===== config.mk =====
export PLATFORM = sky130hd
export DESIGN_NAME = pc
export DESIGN_NICKNAME = d
export VERILOG_FILES = /design/src/rtl/pc.sv
export SDC_FILE = /design/constraint.sdc
export NUM_CORES = 1
export LEC_CHECK = 0
export BUFFER_PORTS_ARGS = -buffer_cell sky130_fd_sc_hd__buf_4
export CORE_MARGIN = 5
export CORE_UTILIZATION = 52
export DETAILED_ROUTE_END_ITERATION = 10
export PLACE_DENSITY = 0.83
export SYNTH_ARGS = -nofsm -noshare
export SYNTH_HDL_FRONTEND = slang
export SYNTH_SLANG_ARGS = --single-unit

===== constraint.sdc =====
create_clock -name clk -period 4.1 [get_ports clk]
set_input_delay 0.615 -clock clk [delete_from_list [all_inputs] [get_ports clk]]
set_output_delay 0.615 -clock clk [all_outputs]
set_load 0.01 [all_outputs]

===== src/rtl/pc.sv =====
// pc: program counter for the nand_to_cpu datapath.
// Each cycle the counter clears, loads a jump target, increments, or holds.
// The priority order is rst > clr > stall > load > inc > hold.
// The optional `stall` input is present only when the PC_STALL_EN macro is defined.
// Without PC_STALL_EN the counter behaves as if `stall` were tied low.
// Both outputs come straight from flops, so no input reaches q or wrap combinationally.
module pc #(
    parameter int              WIDTH     = 16,
    parameter logic [WIDTH-1:0] RESET_VAL = '0
) (
    input  logic             clk,
    input  logic             rst,
    input  logic             clr,
    input  logic             load,
    input  logic             inc,
`ifdef PC_STALL_EN
    input  logic             stall,
`endif
    input  logic [WIDTH-1:0] d,
    output logic [WIDTH-1:0] q,
    output logic             wrap
);

    localparam logic [WIDTH-1:0] ONE  = {{(WIDTH-1){1'b0}}, 1'b1};
    localparam logic [WIDTH-1:0] ZERO = '0;

    logic [WIDTH-1:0] r_q;
    logic             r_wrap;
    logic [WIDTH-1:0] w_q_next;
    logic             w_wrap_next;
    logic             w_stall;
    logic             w_all_ones;
    logic [WIDTH-1:0] w_q_inc;

    // Freeze request: a real input when the feature is built in, otherwise always low.
`ifdef PC_STALL_EN
    assign w_stall = stall;
`else
    assign w_stall = 1'b0;
`endif

    // Increment datapath.
    // The carry out of the MSB is dropped from q and is reported only through wrap.
    assign w_q_inc    = r_q + ONE;
    assign w_all_ones = &r_q;

    // Next-state selection in strict priority order.
    // A stall blocks load and inc, but a clear still takes effect.
    // Only an increment from all-ones can raise wrap; a load of all-ones never does.
    always_comb begin
        w_q_next    = r_q;
        w_wrap_next = 1'b0;
        if (clr) begin
            w_q_next = ZERO;
        end else if (w_stall) begin
            w_q_next = r_q;
        end else if (load) begin
            w_q_next = d;
        end else if (inc) begin
            w_q_next    = w_q_inc;
            w_wrap_next = w_all_ones;
        end
    end

    // State registers.
    // Reset overrides immediately, without waiting for a clock edge.
    always_ff @(posedge clk or posedge rst) begin
        if (rst) begin
            r_q    <= RESET_VAL;
            r_wrap <= 1'b0;
        end else begin
            r_q    <= w_q_next;
            r_wrap <= w_wrap_next;
        end
    end

    assign q    = r_q;
    assign wrap = r_wrap;

endmodule


# [Word-level counts from Yosys, hierarchy flattened]
# Index checks and enable logic that the tools add are counted.
[classes] n_mux=6 add_sub_neg=1 reduce_logical=2
[op_table] operator="$mux 16" n=3
[op_table] operator="$add 16x1->16 const B" n=1
[op_table] operator="$reduce_and 16->1" n=1
[op_table] operator="$mux 1" n=3
[op_table] operator="$reduce_bool 3->1" n=1
[totals] register_bits=17 elab_cells=11 out_inout_bits=17 in_bits=21

# [Logic depth before layout (Yosys ltp)]
[depth] ltp_word=4 depth_mapped=5 ltp_nobuf=5

# [Worst setup path before layout]
# OpenSTA, ideal clock, no wires.
[synth_timing] kind="input -> register" start="input inc" end="register r_q[13] (netlist: q[13])" setup_time_ns=0.124 setup_slack_ns=2.145 path_buffers=1 arrival_time_ns=1.831 stages=5 required_time_ns=3.976 path_cell_list="buf_6 -> nand4_4 -> or4_4 -> o21a_1 -> o31a_1"
[synth_via] elab_chain_cells=1
[synth_lines] item="start, declared" line="15" source="input logic inc,"
[synth_lines] item="$reduce_bool 3->1 (no line)"
[synth_lines] item="end signal, assigned" line="72" source="r_q <= w_q_next;"
[synth_lines] item="end, declared" line="27" source="logic [WIDTH-1:0] r_q;"
# Every way passes these cells.
# A chain may end at the register's enable or synchronous reset.

# [Worst setup path after layout]
[layout_timing] start="register r_q[0] (netlist: q[0])" end="register r_q[12] (netlist: q[12])"
[layout_via] elab_chain_cells=4
[layout_lines] item="$add 16x1->16" line="44" source="assign w_q_inc = r_q + ONE;"
[layout_lines] item="$mux 16" line="59" source="end else if (inc) begin"
[layout_lines] item="$mux 16" line="57" source="end else if (load) begin"
[layout_lines] item="$mux 16" line="53" source="if (clr) begin"
# Every way passes these cells. The select of a mux whose other input is x is not followed.

==> results by group <==
Timing
  – Min Tclk post-route: 1.87 ns
  – Setup violators final: 0
  – Max transition margin: 56.4%
  – Fin Setup TNS: 0 ns
  – Crit share post-route: 45.5%
  – Worst-Margin Slew: 0.653 ns
  – Hold Fails Final Rpt: 0
  – Fmax: 536 MHz
  – Hold slack: 0.408 ns
  – Unrepaired setup endpoints after global routing: false
  – Slew Viols, Final: 0
  – Final Skew: 0.00417 ns

Status
  – Status: finished, final reports clean

Die
  – Core box area: 1960 µm²
  – Rows: 16
  – Die ar.: 3070 µm²
  – I/O pin total: 38
  – Die X-Extent: 55.4 µm
  – Die Y: 55.4 µm
  – Starting Density: 54.6%

Yosys
  – YS warnings: 0
  – Ranking of synthesized cells by area: dfrtp_1 40%, a21oi_1 6.1%, o21a_1 5.6%
  – Seq/Total Area, Yosys: 39.7%
  – Post-synth EDFFs: 0
  – Top-count cell post-synth: dfrtp_1
  – Asr flop ratio synth: 100%
  – Ys flop type: dfrtp_1
  – Net count after synthesis: 138
  – Synth top cells by count: 17 x dfrtp_1, 14 x inv_1, 13 x a21oi_1
  – Yosys reg bits: 17
  – Synth top area share: 39.7%
  – Syn avg cell area: 9.23 µm²
  – Cell area after synthesis: 1070 µm²
  – Post-synthesis cell type count: 29
  – Cell taking the most area after synthesis: dfrtp_1
  – Synthesized netlist cell count: 116

Routing
  – Post-route ant nets: 0
  – DR iter-0 viols: 18
  – Via Count: 937
  – DRT Wirelength: 2400 µm
  – 1st-pass router iterations: 4
  – Routed length per instance: 13.5 µm
  – DRC: 0
  – Vias per cell: 5.26

Clock network
  – Root buffer cell: clkbuf_4
  – Hold Buf Count CTS: 0
  – H-tree levels: 1
  – Setup bufs post-CTS: 0
  – CTS tree: yes
  – Clock latency on the worst-skew pair: 0.29 ns
  – CTS max path bufs: 2
  – Num CTS Buffers: 3
  – CTS resizes: 0
  – Clk slew on worst S/H paths: 0.10 ns
  – Num Clock Sinks: 17

Finish
  – Layout cells sized above 1: 28.5%
  – Nets: 174
  – Final core utilization: 68.8%
  – Area grow syn2layout: 25.9%
  – # diodes: 0
  – Finished layout cell area: 1350 µm²

Setup path
  – Flop2flop setup slack: 2.23 ns
  – Crit Path Max Fanout: 6
  – WS Path Type: reg -> reg
  – Worst setup EP type: flop
  – Startpoint Class: flop
  – Worst EP required: 4.28 ns
  – Crit path DAT: 2.05 ns

GRT
  – Most Crowded Layer GR: met2
  – Initial antenna violation count: 0
  – Largest net degree at the start of global routing: 33
  – M1 GR Usage: 19.0%
  – Met3 Resource Use GR: 4.43%
  – Vias in the first global route: 992
  – GR Util met2: 29.7%
  – Overflow left after global routing: 0
  – Gr usage total: 16.7%
  – First-pass GRT wire length: 4290 µm

Placed design
  – GPL Wtd Cong: 0.765
  – Area after DPL: 1320 µm²
  – Hpwl dp: 1730 µm
  – IO Port Bufs: 37

Worst hold path
  – Hold Crit Class: in -> async

Power
  – Max IR drop VDD: 177 µV
  – P_leak: 0.000671 µW
  – Power per Cell Area: 266 nW/µm²

Flow run
  – Max_cap viols: 0
-- report_power, final --
| group | total [µW] | internal, µW | switching (µW) |
|---|---|---|---|
| clock | 90.6 | 37.8 | 52.8 |
| combinational | 76.1 | 40.9 | 35.2 |
| sequential | 192 | 177 | 14.0 |
| total | 358 | 256 | 102 |
-- critical path: stages, from the launching register on --
cell,delay (ns)
dfrtp_1,0.47
ha_1,0.22
nand3_1,0.15
nor4_2,0.50
a31oi_1,0.16
o31a_1,0.25
-- cell families after synthesis --
kind of cell | count (synthesis) | share of synthesized area [%]
mux | 4 | 3.74
fa+ha+maj | 1 | 1.17
buf+inv | 20 | 10.5
compound gates | 28 | 16.6
flops | 17 | 39.7
simple gates | 36 | 20.1
xor+xnor | 10 | 8.18
-- metal layers --
metal | vias to the layer above | share of wire, %
met4 | 0 | 1.4
met5 | - | 0
met3 | 5 | 6.4
li1 | 474 | -
met2 | 28 | 48
met1 | 430 | 45
-- metrics by stage --
step	std cells	power (µW)	setup WS, ns
6_report	178	358	2.23
5_1_grt	178	376	2.10
4_1_cts	178	361	2.24
3_5_place_dp	174	271	2.04
3_3_place_gp	174	269	2.08
2_1_floorplan	116	237	2.15
-- final cells by class --
| cell class | instances | area [µm²] |
|---|---|---|
| clock buffer | 4 | 26.3 |
| timing repair buffer | 37 | 278 |
| inverter | 14 | 52.6 |
| sequential | 17 | 425 |
| fill | 172 | 613 |
| tap | 27 | 33.8 |
| multi-input combinational | 79 | 533 |
-- cells in the final DEF (no fill, tap or decap), drive strengths merged, types with 2 or more instances in the layout --
cell type   n
dfrtp      17
xor2        5
o21a        8
nor3        7
nor2        7
buf        37
nand2       6
o31a        3
xnor2       5
nor4        3
nand4       2
inv        14
and4        2
mux2i       4
nand3       5
a21oi      13
clkbuf      4
-- path summary, 6_finish.rpt --
kind / start / to / cells past startpoint
max: q[0] / q[12] / 5
max in group asynchronous: rst / q[10] / 2
max reg2reg: q[0] / q[12] / 5
min in group clk: d[0] / q[0] / 3
min reg2reg: q[15] / wrap / 1
min: rst / wrap / 2
-- state kept, by name, summed over array words and instances, names as in the netlist --
register	cells
q	16
wrap	1
Note: power is estimated with default switching activity, not from simulation.
